### src/rtl/alu_pkg.sv
// Shared definitions for the ALU, its decoder and the writeback stage:
// opcode constants, flag bit positions, condition encodings, skid states.
package alu_pkg;

  localparam int OPW = 5;

  // Bit positions inside the {Z,N,C,V} flag / status nibble.
  localparam int FLAG_Z = 3;
  localparam int FLAG_N = 2;
  localparam int FLAG_C = 1;
  localparam int FLAG_V = 0;

  localparam logic [OPW-1:0] OP_NOP = 5'b00000;
  localparam logic [OPW-1:0] OP_CMP = 5'b01110;
  localparam logic [OPW-1:0] OP_TST = 5'b01111;

  localparam logic [2:0] COND_AL = 3'd0;
  localparam logic [2:0] COND_EQ = 3'd1;
  localparam logic [2:0] COND_NE = 3'd2;
  localparam logic [2:0] COND_LT = 3'd3;
  localparam logic [2:0] COND_GE = 3'd4;
  localparam logic [2:0] COND_CS = 3'd5;
  localparam logic [2:0] COND_CC = 3'd6;
  localparam logic [2:0] COND_MI = 3'd7;

  // Occupancy of the two-entry skid buffer.
  typedef enum logic [1:0] {
    SKID_EMPTY = 2'd0,
    SKID_ONE   = 2'd1,
    SKID_TWO   = 2'd2
  } skid_state_t;

  // Evaluate a branch condition against a status nibble.
  function automatic logic cond_eval(input logic [2:0] sel, input logic [3:0] st);
    logic res;
    case (sel)
      COND_AL: res = 1'b1;
      COND_EQ: res = st[FLAG_Z];
      COND_NE: res = ~st[FLAG_Z];
      COND_LT: res = st[FLAG_N] ^ st[FLAG_V];
      COND_GE: res = ~(st[FLAG_N] ^ st[FLAG_V]);
      COND_CS: res = st[FLAG_C];
      COND_CC: res = ~st[FLAG_C];
      default: res = st[FLAG_N];
    endcase
    return res;
  endfunction

endpackage

### src/rtl/wb_skid_buf.sv
// Generic two-entry skid buffer. The head register always drives out_data;
// the tail register absorbs one extra record when the consumer stalls, so
// the producer sees in_ready drop one cycle late without losing data.
module wb_skid_buf
  import alu_pkg::*;
#(
  parameter int DW = 21
) (
  input  logic          clk,
  input  logic          rst,
  input  logic          in_valid,
  output logic          in_ready,
  input  logic [DW-1:0] in_data,
  output logic          out_valid,
  input  logic          out_ready,
  output logic [DW-1:0] out_data
);

  skid_state_t   state;
  logic [DW-1:0] head_q;
  logic [DW-1:0] tail_q;
  logic          ready_q;
  logic          valid_q;
  logic          push;
  logic          pop;

  assign push      = in_valid & ready_q;
  assign pop       = valid_q & out_ready;
  assign in_ready  = ready_q;
  assign out_valid = valid_q;
  assign out_data  = head_q;

  // Occupancy FSM with registered handshake outputs and data movement.
  // NOTE: sequential state uses non-blocking assignments so every register
  // samples the pre-edge values, independent of statement order.
  always_ff @(posedge clk or posedge rst) begin
    if (rst) begin
      // NOTE: the two data registers are reset too; they are only two words
      // and a known value keeps out_data clean while out_valid is low.
      state   <= SKID_EMPTY;
      head_q  <= '0;
      tail_q  <= '0;
      ready_q <= 1'b0;
      valid_q <= 1'b0;
    end else begin
      case (state)
        SKID_EMPTY: begin
          ready_q <= 1'b1;
          valid_q <= push;
          if (push) begin
            head_q <= in_data;
            state  <= SKID_ONE;
          end
        end
        SKID_ONE: begin
          ready_q <= ~(push & ~pop);
          valid_q <= ~(pop & ~push);
          if (push && pop) begin
            head_q <= in_data;
          end else if (push) begin
            tail_q <= in_data;
            state  <= SKID_TWO;
          end else if (pop) begin
            state  <= SKID_EMPTY;
          end
        end
        SKID_TWO: begin
          ready_q <= pop;
          valid_q <= 1'b1;
          if (pop) begin
            head_q <= tail_q;
            state  <= SKID_ONE;
          end
        end
        default: begin
          state   <= SKID_EMPTY;
          ready_q <= 1'b1;
          valid_q <= 1'b0;
        end
      endcase
    end
  end

endmodule

### src/rtl/alu_writeback.sv
// ALU writeback stage: commits results to the architectural accumulator and
// status register as soon as they are accepted, and forwards the committed
// {ACC, SR, cond} record downstream through a skid buffer so that commit
// stage backpressure never holds up ACC/SR.
module alu_writeback
  import alu_pkg::*;
#(
  parameter int W = 16
) (
  input  logic           clk,
  input  logic           rst,
  input  logic           in_valid,
  output logic           in_ready,
  input  logic [OPW-1:0] alu_op,
  input  logic [W-1:0]   alu_result,
  input  logic [3:0]     alu_flags,
  input  logic [2:0]     cond_sel,
  output logic [W-1:0]   acc,
  output logic [3:0]     sr,
  output logic           out_valid,
  input  logic           out_ready,
  output logic [W-1:0]   out_acc,
  output logic [3:0]     out_sr,
  output logic           out_cond
);

  localparam int DW = W + 5;

  logic          accept;
  logic [W-1:0]  acc_next;
  logic [3:0]    sr_next;
  logic          cond_next;
  logic [DW-1:0] rec_in;
  logic [DW-1:0] rec_out;

  assign accept = in_valid & in_ready;

  // Opcode classification: what the accepted record does to ACC and SR.
  // NOTE: both outputs get a default before the case so no path leaves
  // them unassigned, which would otherwise infer a latch.
  always_comb begin
    acc_next = acc;
    sr_next  = sr;
    if (accept) begin
      case (alu_op)
        OP_NOP: ;
        OP_CMP, OP_TST: sr_next = alu_flags;
        default: begin
          acc_next = alu_result;
          sr_next  = alu_flags;
        end
      endcase
    end
  end

  assign cond_next = cond_eval(cond_sel, sr_next);
  assign rec_in    = {acc_next, sr_next, cond_next};

  // Architectural ACC/SR; acc_next/sr_next already hold them when idle.
  always_ff @(posedge clk or posedge rst) begin
    if (rst) begin
      acc <= '0;
      sr  <= 4'b0000;
    end else begin
      acc <= acc_next;
      sr  <= sr_next;
    end
  end

  wb_skid_buf #(.DW(DW)) u_skid (
    .clk      (clk),
    .rst      (rst),
    .in_valid (in_valid),
    .in_ready (in_ready),
    .in_data  (rec_in),
    .out_valid(out_valid),
    .out_ready(out_ready),
    .out_data (rec_out)
  );

  assign out_acc  = rec_out[DW-1:5];
  assign out_sr   = rec_out[4:1];
  assign out_cond = rec_out[0];

endmodule
### config.mk
export PLATFORM = sky130hd
export DESIGN_NAME = alu_writeback
export DESIGN_NICKNAME = d
export VERILOG_FILES = /design/src/rtl/alu_pkg.sv /design/src/rtl/wb_skid_buf.sv /design/src/rtl/alu_writeback.sv
export SDC_FILE = /design/constraint.sdc
export NUM_CORES = 1
export LEC_CHECK = 0
export ABC_AREA = 1
export ABC_CLOCK_PERIOD_IN_PS = 2110
export CORE_ASPECT_RATIO = 0.8
export CORE_MARGIN = 3
export CORE_UTILIZATION = 49
export CTS_CLUSTER_DIAMETER = 200
export DETAILED_ROUTE_END_ITERATION = 8
export PLACE_DENSITY = 0.87
export SLEW_MARGIN = 20
export SYNTH_ARGS = -nofsm -noshare
export SYNTH_HDL_FRONTEND = slang
export SYNTH_SLANG_ARGS = --single-unit
export TNS_END_PERCENT = 1
### constraint.sdc
create_clock -name clk -period 2.11 [get_ports clk]
set_input_delay 0.3165 -clock clk [delete_from_list [all_inputs] [get_ports clk]]
set_output_delay 0.3165 -clock clk [all_outputs]
set_load 0.01 [all_outputs]
# After elaboration in Yosys (flattened, before gate mapping)
# Index checks and enable logic that the tools add are counted.
# classes
eq_ne	15
muxes	17
bitwise_logic	13
n_reduce_logical	9
# ops
operator	n
$mux W21	3
$pmux W21 S3	1
$mux W16	2
$eq A5 B4 Y1 const B	2
$mux W2	5
$eq A3 B3 Y1 const B	3
$mux W4	2
$not A1 Y1	8
$reduce_and A4 Y1	2
$pmux W1 S7	1
$eq A3 B2 Y1 const B	2
$ne A2 B1 Y1 const B	3
$pmux W2 S3	1
$logic_not A5 Y1	1
$and A1 B1 Y1	4
$eq A3 B1 Y1 const B	1
$logic_not A3 Y1	1
$ne A3 B1 Y1 const B	1
$pmux W1 S3	1
$reduce_and A3 Y1	1
$reduce_bool A3 Y1	1
$reduce_or A3 Y1	1
$eq A2 B1 Y1 const B	1
$eq A2 B2 Y1 const B	1
other kinds (5)	5
# totals
reg_bits	66
input_bits	32
out_inout_bits	43
word_cells	61

# Logic depth before layout (Yosys ltp)
# depth
ltp_word	8
ltp_mapped	13
depth_no_buf	13

# Hierarchy
# From an unflattened synthesis, not the netlist that was laid out.
# hier_totals
hier_cells	358
hier_area_um2	3150.5
# modules_own_cells
mod	instances	cells_per_inst	area_each_um2	seq_area_each_um2
wb_skid_buf	1	267	2143.3	1151.1
alu_writeback	1	91	1007.2	500.5

# Worst setup path before layout
# OpenSTA, ideal clock, no wires.
# synth_path
kind	register -> register
startpoint	register u_skid.state[1]
endpoint	register u_skid.tail_q[2]
setup_time_ns	0.134
arrival_ns	1.443
required_ns	1.976
setup_slack_ns	0.533
path_stages_with_launch	10
n_path_buf	2
period_less_slack_ns	1.577
path_cell_list	dfrtp_1 > inv_1 > ha_1 > inv_1 > nor3_4 > inv_1 > buf_2 > buf_2 > nand2_1 > o21ai_0
# synth_via
elab_chain_len	2
# synth_rtl
element	line_no	source
start, declared	wb_skid_buf.sv:19	skid_state_t state;
start signal, assigned	wb_skid_buf.sv:40	state <= SKID_EMPTY;
start signal, assigned	wb_skid_buf.sv:52	state <= SKID_ONE;
start signal, assigned	wb_skid_buf.sv:62	state <= SKID_TWO;
$eq A2 B1 Y1	wb_skid_buf.sv:46	case (state)
$reduce_and A3 Y1 (no source line)	-	
end signal, assigned	wb_skid_buf.sv:61	tail_q <= in_data;
end, declared	wb_skid_buf.sv:21	logic [DW-1:0] tail_q;
# Every way passes these cells.
# A chain may end at the register's enable or synchronous reset.

# Worst setup path after layout
# layout_path
startpoint	register u_skid.state[0]
endpoint	register u_skid.head_q[12] (netlist: u_skid.out_data[12])
# layout_via
elab_chain_len	3
word_cells_on_any_way	9
cone_classes	5 x eq/ne; 1 x mux; 3 x reduce/logical
# layout_rtl
element	line_no	source
$eq A2 B1 Y1, or another cell as far along	wb_skid_buf.sv:46	
$ne A2 B1 Y1 (no source line) / $reduce_bool A3 Y1 (equally long branches)	-	
$reduce_and A4 Y1 (no source line)	-	
end signal, assigned	wb_skid_buf.sv:51	head_q <= in_data;
end signal, assigned	wb_skid_buf.sv:59	head_q <= in_data;
end signal, assigned	wb_skid_buf.sv:71	head_q <= tail_q;
end, declared	wb_skid_buf.sv:20	logic [DW-1:0] head_q;
# Several ways; a longest one is shown, not always the timed one.

==> results.yml <==
global_routing:
  antenna_found_initial: 0
  grt_first_pass_wirelength_um: 12300
  grt_max_degree: 31
  grt_usage: 0.216
  grt_pass1_vias: 2654
  grt-ovfl-total: 0
job:
  drv_cap: 0
critical_path:
  reg2reg_to: "u_skid.out_data[12]"
  worstSetupEndpointType: "flop"
  worstPathArrival_ns: 2.15
  crit_type: "flop to flop"
  critPathMaxFanout: 11
  ff2ff_path_depth: 8
  worstSetupStartpointType: "flop"
  cp.required_ns: 2.34
  r2r_slack_ns: 0.19
  reg2reg_from: "u_skid.state[0]"
synth:
  syn_area_mm2: 0.00311
  ys_seq_elements: 66
  ys_warn_count: 0
  synthesis.instances: 370
  synth_seq_area_share: 0.531
  synth_area_per_cell_um2: 8.41
  synth_cell_types: 30
  syn-num-nets: 407
timing:
  setup_slack_ns: 0.190
  hold_viol: 0
  fmax_mhz: 521
  period_share: 0.910
  grt_setup_unrepaired: "no"
  tightest_slew_ns: 0.437
  finalMaxSlewViolations: 0
  relSlewSlack: 0.708
  fin_skew_ns: 0.00788
  setup_tns_ns: 0
  post-route-min-period_ns: 1.92
  setup_viol: 0
  hold_ws_ns: 0.300
route:
  drt_wl_total_um: 7590
  via_per_inst: 5.16
  vias: 2783
  drtIter0Drc: 235
  drc: 0
  routedWlPerCell_um: 14.1
  drt-pass1-iter-count: 5
  ant_nets: 0
floorplanning:
  pin_count: 75
  core_mm2: 0.00604
  die_y_um: 77.3
  fp.dieW_um: 95.1
  rows: 25
  initial_core_util: 0.515
  dieArea_mm2: 0.00735
clocking:
  clk_latency_ns: 0.35
  htreeDepth: 3
  cts.sink_count: 66
  clock_path_buffers: 2
  root_buffer: "clkbuf_8"
  hold_buffers: 0
  cts_made_buffers: 9
  clkSlewWorstSetupHoldPaths_ns: 0.08
  cts_tree: "done"
finish:
  layout.nets: 490
  antennaDiodeCount: 0
  layout_common_cells: "nand2_1, clkdlybuf4s50_1, dfrtp_1"
  layout_commonest_cell: "nand2_1"
  syn_to_final_growth_pct: 35.1
  post-route-util: 0.696
  drive_gt1_frac: 0.120
pwr:
  p_sw_uw: 2660
  p_leak_uw: 0.00202
  p_seq_frac: 0.334
  clockPowerShare: 0.164
  power_per_cell_area_mw_per_mm2: 1560
  ir_worst_vdd_v: 0.000970
  p_comb_frac: 0.502
  p_sw_frac: 0.407
  internal-power_uw: 3890
placed_design:
  dp_slack_ns: -0.0382
  post-dp-hpwl_um: 5290
  io_buffers: 74
  place_congestion: 0.819
status:
  status: "finished clean"
hold_path:
  worstHoldPathType: "input pin to asynchronous set/reset pin"
[cells in the mapped netlist, drive strengths merged]
cell	n	area, um2
nand3	16	105
a31oi	1	6.26
inv	35	134
nand4	2	12.5
o21bai	1	7.51
ha	5	62.6
o22ai	2	12.5
nand3b	3	22.5
nor2	28	110
nor3	4	36.3
o211ai	1	7.51
dfrtp	66	1650
buf	12	77.6
clkbuf	3	11.3
nand2	119	467
and2	11	81.3
a21oi	3	15.0
o21ai	58	290
[logic make-up after synthesis]
logic type                 after synthesis  synth area share
DFF                                     66             0.531
adders and majority gates                5            0.0201
and+or+nand+nor                        183             0.268
AOI/OAI and AO/OA                       66             0.109
buffers and inverters                   50            0.0716
[how the worst max path moves through the flow]
stage,from,endpoint
3_3_place_gp,out_ready,u_skid.out_data[0]
3_5_place_dp,out_ready,u_skid.out_data[0]
5_1_grt,u_skid.state[1],u_skid.out_data[16]
4_1_cts,u_skid.state[0],u_skid.out_data[16]
2_1_floorplan,rst,acc[0]
6_report,u_skid.state[0],u_skid.out_data[12]
[critical path, cell delays in order, from the launching register on]
cell	delay [ns]
dfrtp_1	0.41
inv_1	0.10
ha_1	0.22
inv_1	0.08
o22ai_1	0.14
nor3_4	0.31
clkinvlp_4	0.35
nand2_1	0.12
o21ai_1	0.07
[sequential cells by signal (all words and copies together), names as in the netlist]
name              flops
acc                  16
sr                    4
u_skid.in_ready       1
u_skid.out_data      21
u_skid.out_valid      1
u_skid.state          2
u_skid.tail_q        21
[metrics by stage]
stage	power, uW	cell area (um2)	instances
after floorplan	4040	3110	370
after global placement	5220	3970	521
after detailed placement	5350	3970	521
after CTS	6450	4170	537
after global routing	7060	4200	539
final	6550	4200	539
[power by group through the flow]
stage	registers (uW)	clock network, uW	logic [uW]
2_1_floorplan	2310	0	1720
3_3_place_gp	2190	0	3030
3_5_place_dp	2210	0	3150
4_1_cts	2190	1090	3170
5_1_grt	2260	1150	3660
6_report	2190	1070	3290
[cell type report]
cell class / count / area (um2)
clock buffer: 9 / 124
clock inverter: 7 / 77.6
fill: 462 / 1840
inverter: 35 / 138
multi-input combinational: 254 / 1240
sequential: 66 / 1650
tap: 81 / 101
timing repair buffer: 86 / 860
timing repair inverter: 1 / 7.51
[per-layer routing]
metal	part of all wire	routed length (um)	GRT usage	vias up
met1	0.43	3290	0.280	1312
met3	0.075	571	0.0725	12
met5	0	0	0	-
li1	-	-	-	1345
met2	0.48	3640	0.354	114
met4	0.011	80	0.0403	0
[what timing repair did]
action | in CTS | in global routing
endpoints found under the setup margin | 0 | 1
resized for setup | 0 | 4
buffers inserted | 0 | 1
No activity file was read; power rests on OpenSTA's default activity.
